===== src/rtl/polar_link_pkg.sv =====
// Shared types and default widths for the polar link frame scheduler.
package polar_link_pkg;

    localparam int unsigned DEF_DATA_W     = 128;
    localparam int unsigned DEF_CODE_W     = 256;
    localparam int unsigned DEF_CODE_BYTES = DEF_CODE_W / 8;
    localparam int unsigned DEF_BYTE_CNT_W = $clog2(DEF_CODE_BYTES) + 1;

    typedef enum logic [2:0] {
        StIdle,
        StLoad,
        StStart,
        StEncWait,
        StTx,
        StChk
    } state_e;

endpackage


===== src/rtl/polar_link_ctrl_fifo.sv =====
// frame_fifo2: two-entry frame FIFO; a push while full is accepted only
// when a pop happens in the same cycle.
module frame_fifo2 #(
    parameter int unsigned WIDTH = 128
) (
    input  logic             clk,
    input  logic             rst,
    input  logic             push,
    input  logic             pop,
    input  logic [WIDTH-1:0] din,
    output logic [WIDTH-1:0] dout,
    output logic             full,
    output logic             empty
);

    logic [WIDTH-1:0] mem_q [2];
    logic [WIDTH-1:0] mem_d [2];
    logic             wr_ptr_q, wr_ptr_d;
    logic             rd_ptr_q, rd_ptr_d;
    logic [1:0]       cnt_q, cnt_d;
    logic             do_push;
    logic             do_pop;

    assign full  = (cnt_q == 2'd2);
    assign empty = (cnt_q == 2'd0);
    assign dout  = mem_q[rd_ptr_q];

    always_comb begin
        do_push  = push && (!full || pop);
        do_pop   = pop && !empty;
        mem_d    = mem_q;
        wr_ptr_d = wr_ptr_q;
        rd_ptr_d = rd_ptr_q;
        if (do_push) begin
            mem_d[wr_ptr_q] = din;
            wr_ptr_d        = ~wr_ptr_q;
        end
        if (do_pop) begin
            rd_ptr_d = ~rd_ptr_q;
        end
        cnt_d = cnt_q + {1'b0, do_push} - {1'b0, do_pop};
    end

    always_ff @(posedge clk or posedge rst) begin
        if (rst) begin
            for (int i = 0; i < 2; i++) begin
                mem_q[i] <= '0;
            end
            wr_ptr_q <= 1'b0;
            rd_ptr_q <= 1'b0;
            cnt_q    <= 2'd0;
        end else begin
            mem_q    <= mem_d;
            wr_ptr_q <= wr_ptr_d;
            rd_ptr_q <= rd_ptr_d;
            cnt_q    <= cnt_d;
        end
    end

endmodule


===== src/rtl/polar_link_ctrl.sv =====
// Frame scheduler: queues frames, launches the encoder, serialises codewords MSB byte first.
// Optional trailing XOR checksum byte enabled by defining POLAR_LINK_CHKSUM_EN.
module polar_link_ctrl
    import polar_link_pkg::*;
#(
    parameter int unsigned DATA_W = DEF_DATA_W,
    parameter int unsigned CODE_W = DEF_CODE_W
) (
    input  logic              clk,
    input  logic              rst,
    input  logic [DATA_W-1:0] frm_data,
    input  logic              frm_vld,
    output logic [DATA_W-1:0] enc_data,
    output logic              enc_start,
    input  logic [CODE_W-1:0] enc_code,
    input  logic              enc_done,
    output logic [7:0]        tx_data,
    output logic              tx_vld,
    input  logic              tx_rdy,
    output logic              busy,
    output logic              frm_drop
);

    localparam int unsigned NBytes = CODE_W / 8;
    localparam int unsigned CntW   = $clog2(NBytes) + 1;
    localparam logic [CntW-1:0] LastCnt = CntW'(NBytes - 1);

    state_e            state_q, state_d;
    logic [DATA_W-1:0] enc_data_q, enc_data_d;
    logic              enc_start_q, enc_start_d;
    logic [CODE_W-1:0] shift_q, shift_d;
    logic [CntW-1:0]   byte_cnt_q, byte_cnt_d;
    logic              tx_vld_q, tx_vld_d;
    logic              busy_q, busy_d;
    logic              drop_q, drop_d;

    logic              fifo_pop;
    logic              fifo_full;
    logic              fifo_empty;
    logic [DATA_W-1:0] fifo_dout;
    logic              push_ok;
    logic              fifo_empty_nxt;
    logic              xfer;

`ifdef POLAR_LINK_CHKSUM_EN
    logic [7:0] chk_q, chk_d;

    function automatic logic [7:0] xor_bytes(input logic [CODE_W-1:0] v);
        logic [7:0] acc;
        acc = '0;
        for (int i = 0; i < int'(NBytes); i++) begin
            acc ^= v[i*8 +: 8];
        end
        return acc;
    endfunction
`endif

    frame_fifo2 #(
        .WIDTH(DATA_W)
    ) u_fifo (
        .clk  (clk),
        .rst  (rst),
        .push (frm_vld),
        .pop  (fifo_pop),
        .din  (frm_data),
        .dout (fifo_dout),
        .full (fifo_full),
        .empty(fifo_empty)
    );

    always_comb begin
        state_d    = state_q;
        enc_data_d = enc_data_q;
        shift_d    = shift_q;
        byte_cnt_d = byte_cnt_q;
        fifo_pop   = 1'b0;
        xfer       = tx_vld_q && tx_rdy;
`ifdef POLAR_LINK_CHKSUM_EN
        chk_d      = chk_q;
`endif

        unique case (state_q)
            // A frame pushed this cycle is already in the FIFO by the LOAD cycle.
            StIdle: begin
                if (!fifo_empty || frm_vld) begin
                    state_d = StLoad;
                end
            end
            StLoad: begin
                fifo_pop   = 1'b1;
                enc_data_d = fifo_dout;
                state_d    = StStart;
            end
            StStart: begin
                state_d = StEncWait;
            end
            StEncWait: begin
                if (enc_done) begin
                    shift_d    = enc_code;
                    byte_cnt_d = '0;
`ifdef POLAR_LINK_CHKSUM_EN
                    chk_d      = xor_bytes(enc_code);
`endif
                    state_d    = StTx;
                end
            end
            StTx: begin
                if (xfer) begin
                    shift_d    = shift_q << 8;
                    byte_cnt_d = byte_cnt_q + 1'b1;
                    if (byte_cnt_q == LastCnt) begin
`ifdef POLAR_LINK_CHKSUM_EN
                        shift_d = {chk_q, {(CODE_W-8){1'b0}}};
                        state_d = StChk;
`else
                        state_d = StIdle;
`endif
                    end
                end
            end
`ifdef POLAR_LINK_CHKSUM_EN
            StChk: begin
                if (xfer) begin
                    state_d = StIdle;
                end
            end
`endif
            default: begin
                state_d = StIdle;
            end
        endcase

        push_ok        = frm_vld && (!fifo_full || fifo_pop);
        fifo_empty_nxt = fifo_empty ? !push_ok : (!fifo_full && fifo_pop && !push_ok);

        enc_start_d = (state_q == StLoad);
        tx_vld_d    = (state_d == StTx) || (state_d == StChk);
        busy_d      = (state_d != StIdle) || !fifo_empty_nxt;
        drop_d      = frm_vld && fifo_full && !fifo_pop;
    end

    always_ff @(posedge clk or posedge rst) begin
        if (rst) begin
            state_q     <= StIdle;
            enc_data_q  <= '0;
            enc_start_q <= 1'b0;
            shift_q     <= '0;
            byte_cnt_q  <= '0;
            tx_vld_q    <= 1'b0;
            busy_q      <= 1'b0;
            drop_q      <= 1'b0;
        end else begin
            state_q     <= state_d;
            enc_data_q  <= enc_data_d;
            enc_start_q <= enc_start_d;
            shift_q     <= shift_d;
            byte_cnt_q  <= byte_cnt_d;
            tx_vld_q    <= tx_vld_d;
            busy_q      <= busy_d;
            drop_q      <= drop_d;
        end
    end

`ifdef POLAR_LINK_CHKSUM_EN
    always_ff @(posedge clk or posedge rst) begin
        if (rst) begin
            chk_q <= '0;
        end else begin
            chk_q <= chk_d;
        end
    end
`endif

    assign enc_data  = enc_data_q;
    assign enc_start = enc_start_q;
    assign tx_data   = shift_q[CODE_W-1 -: 8];
    assign tx_vld    = tx_vld_q;
    assign busy      = busy_q;
    assign frm_drop  = drop_q;

endmodule


===== config.mk =====
export PLATFORM = sky130hd
export DESIGN_NAME = polar_link_ctrl
export DESIGN_NICKNAME = d
export VERILOG_FILES = /design/src/rtl/polar_link_pkg.sv /design/src/rtl/polar_link_ctrl_fifo.sv /design/src/rtl/polar_link_ctrl.sv
export SDC_FILE = /design/constraint.sdc
export NUM_CORES = 1
export LEC_CHECK = 0
export BUFFER_PORTS_ARGS = -buffer_cell sky130_fd_sc_hd__buf_2
export CAP_MARGIN = 20
export CORE_UTILIZATION = 61
export DETAILED_ROUTE_END_ITERATION = 8
export PLACE_DENSITY = 0.86
export SYNTH_ARGS = -nofsm -noshare
export SYNTH_HDL_FRONTEND = slang
export SYNTH_SLANG_ARGS = --single-unit
export TNS_END_PERCENT = 20

===== constraint.sdc =====
create_clock -name clk -period 38.9 [get_ports clk]
set_input_delay 1.945 -clock clk [delete_from_list [all_inputs] [get_ports clk]]
set_output_delay 1.945 -clock clk [all_outputs]
set_load 0.02 [all_outputs]

=== Word-level counts from Yosys, hierarchy flattened ===
Cells that the tools add are included.

* Add/subtract/negate cells: 3
* Magnitude comparators: 3
* Equality and inequality tests: 10
* Multiplexer cells: 19
* Bitwise operators: 4
* Reduce and logical (&&, ||, !) cells: 22

{| class="wikitable"
|+ Operator list
! kind !! count
|-
| $mux W128 || 4
|-
| $mux W256 || 2
|-
| $pmux W256 S2 || 1
|-
| $bwmux W256 || 1
|-
| $demux W128 S1 || 1
|-
| $pmux W3 S5 || 1
|-
| $mux W3 || 4
|-
| $mux W6 || 2
|-
| $pmux W6 S2 || 1
|-
| $eq A3 B3 Y1 const B || 3
|-
| $logic_and A1 B1 Y1 || 8
|-
| $add A6 B1 Y6 const B || 1
|-
| $eq A3 B2 Y1 const B || 2
|-
| $eq A6 B5 Y1 const B || 1
|-
| $logic_not A1 Y1 || 5
|-
| $ge A2 B2 Y1 const B || 2
|-
| $logic_or A1 B1 Y1 || 4
|-
| $ne A2 B2 Y1 const B || 2
|-
| $not A1 Y2 || 2
|-
| $eq A3 B1 Y1 const B || 1
|-
| $logic_not A3 Y1 || 1
|-
| $reduce_and A3 Y1 || 1
|-
| $reduce_bool A3 Y1 || 1
|-
| $add A2 B1 Y2 || 1
|-
| other kinds (7) || 9
|}

* Flip-flop bits (word level): 657
* Input port bits: 389
* Output and inout bits: 140
* Word-level logic and storage cells: 74

=== Depth between registers and ports, before layout ===
Gate-level depths: netlist of run 1.

* Depth after elaboration: 9
* Mapped depth: 11
* Gate-level depth less buffers: 7

=== Modules after synthesis ===
Synthesis of run 1 repeated with hierarchy kept, for this count alone.

* Cells, all modules: 1,858
* Area total of the unflattened synthesis: 30,246.5 um^2

{| class="wikitable"
|+ By module, submodules not included
! module !! instances !! cells an instance !! area an instance (um^2) !! sequential area each (um^2)
|-
| polar_link_ctrl || 1 || 1,157 || 18,031.0 || 9,934.5
|-
| frame_fifo2 || 1 || 701 || 12,215.5 || 6,506.2
|}

=== Worst setup path after synthesis of run 1 ===
OpenSTA, ideal clock, no wires.

* Kind: input to register
* Start: input port enc_done
* End: register shift_q[117]
* Setup time: 0.125 ns
* Data arrival time: 3.103 ns
* Required time: 38.775 ns
* Slack: 35.672 ns
* Stages: 5
* Path buffers: 2
* Cells stage by stage: nand4b_1 > o21ai_4 > buf_2 > buf_4 > mux2_2

* Cells in the longest elaborated chain, start to end: 2

{| class="wikitable"
|+ RTL lines
! element !! line !! RTL
|-
| start: declaration || polar_link_ctrl.sv:16 || <nowiki>input logic enc_done,</nowiki>
|-
| $ne A2 B2 Y1 (no source line) || -- ||
|-
| $reduce_and A3 Y1 (no source line) || -- ||
|-
| end signal: assignment || polar_link_ctrl.sv:156 || <nowiki>shift_q <= shift_d;</nowiki>
|-
| end: declaration || polar_link_ctrl.sv:31 || <nowiki>logic [CODE_W-1:0] shift_q, shift_d;</nowiki>
|}

Every way passes these cells.
A chain may end at the register's enable or synchronous reset.

=== Final worst setup path of run 1 ===
* Start: input port enc_done
* End: register shift_q[185]

The elaborated chain is that of the path after synthesis.

==> Implementation_results.wiki, run 1 <==
{| class="wikitable"
! Metric !! Value
|-
| Remaining routing DRC violations || 0
|-
| Worst reg-to-reg path cell count || 6
|-
| Number of flip-flops and latches in the synthesized netlist || 657
|-
| Nets in the synthesized netlist || 2,392
|-
| Count of flip-flops with a built-in enable after synthesis || 0
|-
| Layout Nets || 2,872
|-
| Gpl congestion || 0.833
|-
| RSZ-0062 raised after global routing || no
|-
| Mean post-synth cell area || 14.8 um2
|-
| Final number of hold-violating endpoints || 0
|-
| Fraction of the mapped netlist area in compound gates || 0.0276
|-
| Sum Neg Setup Slack || 0 ns
|-
| Cell Rows || 80
|-
| PwrDens || 84.0 nW/um2
|-
| CTS tree || yes
|-
| Via Count || 18.1k
|-
| FFs w/ async S/R, synth || 1.00
|-
| Post-cts gate resize count || 0
|-
| Num CTS Buffers || 69
|-
| Register-to-register path setup slack || 34.10 ns
|-
| Placeable Area || 47,800 um2
|-
| First-pass GRT wire length || 108 mm
|-
| Least setup slack across all paths after layout || 33.54 ns
|-
| Area share of the leading cell type in the synthesized netlist || 0.555
|-
| CP Data Arrival Time || 5.83 ns
|-
| Critical Path Sink Type || register
|-
| Number of optimization iterations in the first detailed-route pass || 5
|-
| Critical register-to-register path endpoint || shift_q[185]$_DFFE_PP0P_
|-
| H-tree levels || 3
|-
| Die area || 49,400 um2
|-
| Clock insertion delay at the later pin of the skew report || 0.60 ns
|-
| Fraction of layout instances using a drive strength above 1 || 0.557
|-
| Instance count along the most critical hold path || 2
|-
| Worst-path fanout max || 85
|-
| Buffers inserted by post-CTS timing repair || 0
|-
| Setup Crit Path Kind || primary input to register
|-
| Post-route clock period utilization || 0.138
|-
| Num ports || 529
|-
| Worst Max-Slew Pin Slew || 1.16 ns
|-
| Dpl hpwl || 44.3 mm
|-
| Clock slew seen by the registers of the worst setup and hold paths || 0.06 ns
|-
| Total grt overflow || 0
|-
| Count of final max-slew check failures || 0
|-
| Worst ir drop on vdd || 0.0612 mV
|-
| Die Wd || 222 um
|-
| Clock sink count || 657
|-
| Mapped Cells || 2,000
|-
| Overall routing resource usage || 0.279
|-
| Filler cell count || 3,023
|-
| Status || finished clean
|-
| Max Root-Sink Buffers || 3
|-
| Number of buffers added to fix hold violations after cts || 0
|-
| Combinational family with the most area after synthesis || multiplexers
|-
| Post-synthesis simple-gate area fraction || 0.0223
|-
| Endpoints failing setup || 0
|-
| Cell variety after synth || 39
|-
| Static leakage || 16.7 nW
|-
| Root buffer cell || clkbuf_16
|-
| Post-detailed-route via-to-cell ratio || 5.70
|-
| Commonest cells after routing, fill and taps aside || 656 x dfrtp_1, 552 x mux2_2, 528 x buf_2, 200 x mux2_4, 137 x nand2_1
|-
| Final Routed Wirelength || 69.5 mm
|-
| Reg-to-reg startpoint || state_q[1]$_DFF_PP0_
|-
| Count of buffers from port buffering || 528
|-
| Slew headroom || 0.228
|-
| Min-Delay Endpoint || enc_data[73]$_DFFE_PP0N_
|-
| Hold/Removal Path Class || register to register
|-
| Category of the worst setup path launch point || primary input
|-
| Share of the yosys chip area belonging to registers || 0.555
|-
| Minimum setup slack after placement || 32.95 ns
|-
| Initial standard-cell utilization of the core || 0.619
|-
| Hold path start || enc_data[73]$_DFFE_PP0N_
|-
| Max-Cap Viols || 0
|-
| Share of synthesized area spent on multiplexers || 0.356
|-
| Warning count from the yosys run || 0
|-
| Number of DRC markers after the initial detailed-route iteration || 1,397
|-
| Pin count of the biggest net entering global routing || 181
|-
| Antenna violations before repair || 38
|-
| Achievable Freq || 186 MHz
|-
| Xor and xnor fraction of the mapped netlist area || 0.00118
|-
| Area share of fa/ha/maj cells after synthesis || 0.00127
|-
| Routed length per placed instance || 21.9 um
|-
| Flip-flop cell with the highest count after synthesis || dfrtp_1
|-
| Post-Synthesis Cell Area || 29,600 um2
|-
| Vertical die dimension || 222 um
|-
| Tmin final || 5.36 ns
|-
| Worst path required time || 39.37 ns
|-
| Antenna-violating nets left || 0
|-
| Cells taking the most area after synthesis || dfrtp_1 56%, mux2_2 21%, mux2_4 10%
|-
| Area growth syn-to-layout || 16.5%
|-
| Dominant cell type by area after synthesis || dfrtp_1
|-
| Number of global-route vias before repair || 19.6k
|-
| Worst-case clock skew || 0.0193 ns
|-
| Most common cell after layout, fill and taps aside || dfrtp_1
|}
## cell families after synthesis
logic type / count (synthesis)
mux: 884
flops: 657
simple gates: 159
compound gates: 150
buf+inv: 143
xor+xnor: 4
fa+ha+maj: 3
## registers in the layout, indices dropped and copies added (netlist names)
| register | cells |
|---|---|
| busy | 1 |
| u_fifo.wr_ptr_q | 1 |
| enc_start | 1 |
| shift_q | 256 |
| enc_data | 128 |
| tx_vld | 1 |
| byte_cnt_q | 6 |
| state_q | 3 |
| frm_drop | 1 |
| u_fifo.mem_q | 256 |
| u_fifo.cnt_q | 2 |
| u_fifo.rd_ptr_q | 1 |
## cell usage after synthesis (2+ instances only)
library cell    n
o21ai_0       129
or3b_1          2
clkbuf_1       41
xor2_1          2
buf_6          56
buf_4          29
nor2_1          4
a21oi_1         3
dfrtp_1       657
inv_1           5
nand3_1         4
o21bai_1        2
a22o_1          8
nand2_1       137
mux2i_1       132
and3_1          3
ha_1            3
mux2_2        552
xnor2_1         2
mux2_4        200
buf_2          11
## through the flow
step	hold WS, ns	utilization	cells	area, um2	power, W
6_report	0.474	0.721	3177	34500	0.00290
5_1_grt	0.498	0.721	3173	34500	0.00304
4_1_cts	0.478	0.718	3140	34400	0.00291
3_5_place_dp	0.465	0.672	3022	32200	0.00224
3_3_place_gp	0.457	0.672	3022	32200	0.00216
2_1_floorplan	0.445	-	2000	29600	0.00199
## report_power, final
group | switching, W | leakage (nW) | internal, W | total, W
combinational | 0.000496 | 7.76 | 0.000522 | 0.00102
sequential | 0.000208 | 7.87 | 0.00103 | 0.00124
clock | 0.000267 | 1.08 | 0.000374 | 0.000641
total | 0.000970 | 16.7 | 0.00193 | 0.00290
## metal layers
metal,wire [um],GRT usage,vias to the layer above
li1,-,-,8067
met1,27400,0.337,9281
met2,35200,0.465,556
met3,3940,0.0689,184
met4,2940,0.146,10
met5,70,0,-
## worst max-delay path by stage
| stage | start | end | slack, ns |
|---|---|---|---|
| 2_1_floorplan | rst | busy$_DFF_PP0_ | 18.54 |
| 3_3_place_gp | enc_done | shift_q[197]$_DFFE_PP0P_ | 33.06 |
| 3_5_place_dp | enc_done | shift_q[201]$_DFFE_PP0P_ | 32.95 |
| 4_1_cts | enc_done | shift_q[195]$_DFFE_PP0P_ | 33.58 |
| 5_1_grt | enc_done | shift_q[207]$_DFFE_PP0P_ | 33.29 |
| 6_report | enc_done | shift_q[185]$_DFFE_PP0P_ | 33.54 |
## critical path, stage by stage
cell and delay, ns:
buf_2 0.11, nand4b_1 0.36, o21ai_4 0.16, buf_4 0.80, buf_4 0.94, buf_4 0.95
mux2_2 0.43
## final cells by class
cell class                 instances  area, um2  area share
sequential                       657      16400       0.477
multi-input combinational       1200      12100       0.351
timing repair buffer             547       2860      0.0830
clock buffer                     103       2060      0.0597
tap                              615        769      0.0223
clock inverter                    15        135     0.00392
antenna                           35       87.6     0.00254
inverter                           5       26.3    0.000762
Power figures use the tool's default switching activity.
==> inputs of run 2 (changes only) <==
--- a/config.mk
+++ b/config.mk
@@ -7,9 +7,9 @@
 export LEC_CHECK = 0
 export BUFFER_PORTS_ARGS = -buffer_cell sky130_fd_sc_hd__buf_2
 export CAP_MARGIN = 20
-export CORE_UTILIZATION = 61
+export CORE_UTILIZATION = 51
 export DETAILED_ROUTE_END_ITERATION = 8
-export PLACE_DENSITY = 0.86
+export PLACE_DENSITY = 0.77
 export SYNTH_ARGS = -nofsm -noshare
 export SYNTH_HDL_FRONTEND = slang
 export SYNTH_SLANG_ARGS = --single-unit
==> constraint.sdc (replaced) <==
create_clock -name clk -period 4.6 [get_ports clk]
set_input_delay 0.23 -clock clk [delete_from_list [all_inputs] [get_ports clk]]
set_output_delay 0.23 -clock clk [all_outputs]
set_load 0.02 [all_outputs]
==> run 2 against run 1 <==
  * Critical path depth down 3
  * First-iteration DRC count down 28%
  * Clock skew up 0.0063 ns
  * Non-clock buffer count up 375
  * Via count up 9.3%
  * Cell count up 16%
  * Wire length up 13%
  * Clock-buffer cell count up 1
  * Clock power rose to 9.0 times the previous value
  * Combinational power rose to 8.8 times the previous value
  * Setup slack worse by 32 ns
  * Largest power group unchanged
==> Implementation_results.wiki, run 2 (same netlist as run 1, synthesis figures left out) <==
{| class="wikitable"
! Metric !! Value
|-
| Min-Delay Endpoint || shift_q[95]$_DFFE_PP0P_
|-
| Dpl hpwl || 44.5 mm
|-
| Max Root-Sink Buffers || 3
|-
| Via Count || 19.8k
|-
| Placeable Area || 56,800 um2
|-
| Worst Max-Slew Pin Slew || 1.35 ns
|-
| Remaining routing DRC violations || 0
|-
| Count of buffers from port buffering || 528
|-
| Number of DRC markers after the initial detailed-route iteration || 1,004
|-
| Met2 capacity usage during global routing || 0.472
|-
| Fraction of layout instances using a drive strength above 1 || 0.489
|-
| Root buffer cell || clkbuf_16
|-
| Initial standard-cell utilization of the core || 0.521
|-
| Layout Nets || 3,248
|-
| Hold/Removal Path Class || primary input to register
|-
| Status || finished clean
|-
| Critical Path Sink Type || register
|-
| Worst-path fanout max || 48
|-
| Grt peak-use layer || met2
|-
| Worst path required time || 5.08 ns
|-
| Number of optimization iterations in the first detailed-route pass || 5
|-
| Die Wd || 243 um
|-
| Pin count of the biggest net entering global routing || 258
|-
| Endpoints failing setup || 0
|-
| Buffers inserted by post-CTS timing repair || 0
|-
| Critical path's slowest cell || or3b_4
|-
| Post-cts gate resize count || 0
|-
| Antenna-violating nets left || 0
|-
| Final standard cell utilization of the core || 0.679
|-
| Post-Place Cells || 3,170
|-
| Max-Cap Viols || 0
|-
| Static leakage || 18.4 nW
|-
| Achievable Freq || 347 MHz
|-
| Clock sink count || 657
|-
| Antenna violations before repair || 18
|-
| Die area || 59,000 um2
|-
| Category of the worst setup path launch point || register
|-
| Final Routed Wirelength || 78.4 mm
|-
| Worst-case clock skew || 0.0256 ns
|-
| Post-detailed-route via-to-cell ratio || 5.38
|-
| First-pass GRT wire length || 124 mm
|-
| Overall routing resource usage || 0.267
|-
| Commonest cells after routing, fill and taps aside || 656 x dfrtp_1, 552 x mux2_2, 528 x buf_2, 369 x dlygate4sd3_1, 200 x mux2_4
|-
| Worst reg-to-reg path cell count || 4
|-
| Instance count along the most critical hold path || 3
|-
| Number of global-route vias before repair || 22.4k
|-
| Register-to-register path setup slack || 1.72 ns
|-
| Reg-to-reg startpoint || state_q[2]$_DFF_PP0_
|-
| Hold path start || enc_code[95]
|-
| Worst ir drop on vdd || 0.497 mV
|-
| Routed length per placed instance || 21.3 um
|-
| Count of final max-slew check failures || 0
|-
| Area growth syn-to-layout || 30.3%
|-
| Clock slew seen by the registers of the worst setup and hold paths || 0.06 ns
|-
| Layout Cells excl Fill || 3,679
|-
| M1 GR Usage || 0.303
|-
| CP Data Arrival Time || 3.36 ns
|-
| Met3 global-route usage || 0.0510
|-
| Slew headroom || 0.100
|-
| Vertical die dimension || 243 um
|-
| Worst path cell trace || or3b_4 > buf_4 > mux2_2 > mux2_2
|-
| Sum Neg Setup Slack || 0 ns
|-
| H-tree levels || 3
|-
| Num CTS Buffers || 70
|-
| Cell Rows || 87
|-
| CTS tree || yes
|-
| Post-route clock period utilization || 0.627
|-
| Setup Crit Path Kind || register to register
|-
| Most common cell after layout, fill and taps aside || dfrtp_1
|-
| Clock insertion delay at the later pin of the skew report || 0.60 ns
|-
| Gpl congestion || 0.820
|-
| Minimum setup slack after placement || 1.72 ns
|-
| RSZ-0062 raised after global routing || no
|-
| Delay contributed by the slowest stage of the critical path || 0.82 ns
|-
| Total grt overflow || 0
|-
| CP dominant cell by count || mux2_2
|-
| Least setup slack across all paths after layout || 1.72 ns
|-
| Tmin final || 2.88 ns
|-
| Critical register-to-register path endpoint || shift_q[11]$_DFFE_PP0P_
|-
| PwrDens || 657 nW/um2
|-
| Number of buffers added to fix hold violations after cts || 369
|-
| Num ports || 529
|-
| Final number of hold-violating endpoints || 0
|}
[run 2: cell types whose count changed in the layout (fill, tap and decap cells not counted), sizes merged]
cell / before / now
buf: 547 / 553
bufinv: 1 / 5
clkbuf: 103 / 104
diode: 35 / 17
dlygate4sd3: 0 / 369
inv: 8 / 7
[run 2: worst max-delay path, delay by kind of cell (launching register included)]
family                 cells  cell delay [ns]
AND/OR/NAND/NOR            1             0.82
buffers and inverters      1             0.78
multiplexers               2             0.69
flip-flops                 1             0.43
[run 2: layer usage]
| metal | vias to the layer above | wire length (um) |
|---|---|---|
| li1 | 8831 | - |
| met1 | 10110 | 29400 |
| met2 | 592 | 40900 |
| met3 | 250 | 3630 |
| met4 | 4 | 4350 |
| met5 | - | 24 |
[run 2: through the flow]
step | area [um2] | hold slack (ns) | power [W]
2_1_floorplan | 29600 | 0.370 | 0.0169
3_3_place_gp | 32500 | 0.173 | 0.0184
3_5_place_dp | 32500 | 0.175 | 0.0190
4_1_cts | 38500 | 0.000115 | 0.0251
5_1_grt | 38600 | 0.00984 | 0.0267
6_report | 38600 | 0.0359 | 0.0253
[run 2: layout make-up]
cell class / count / area [um2]
Timing Repair Buffer: 922 / 6670
Sequential cell: 657 / 16400
Tap cell: 756 / 946
Multi-Input combinational cell: 1200 / 12100
Fill cell: 3653 / 18200
Clock buffer: 104 / 2100
Inverter: 5 / 22.5
Antenna cell: 17 / 42.5
Clock inverter: 18 / 240
[run 2: worst max-delay path by stage]
| stage | from | slack, ns | endpoint | depth (start not counted) |
|---|---|---|---|---|
| floorplan | rst | -4.61 | busy$_DFF_PP0_ | 1 |
| global placement | state_q[2]$_DFF_PP0_ | 1.80 | shift_q[10]$_DFFE_PP0P_ | 4 |
| detailed placement | state_q[2]$_DFF_PP0_ | 1.72 | shift_q[14]$_DFFE_PP0P_ | 4 |
| CTS | state_q[2]$_DFF_PP0_ | 1.72 | shift_q[13]$_DFFE_PP0P_ | 4 |
| global route | state_q[2]$_DFF_PP0_ | 1.61 | shift_q[11]$_DFFE_PP0P_ | 4 |
| finish | state_q[2]$_DFF_PP0_ | 1.72 | shift_q[11]$_DFFE_PP0P_ | 4 |
[run 2: power breakdown]
group	switching [W]	internal, W
clock network	0.00233	0.00344
registers	0.00188	0.00873
logic	0.00431	0.00466
total	0.00851	0.0168
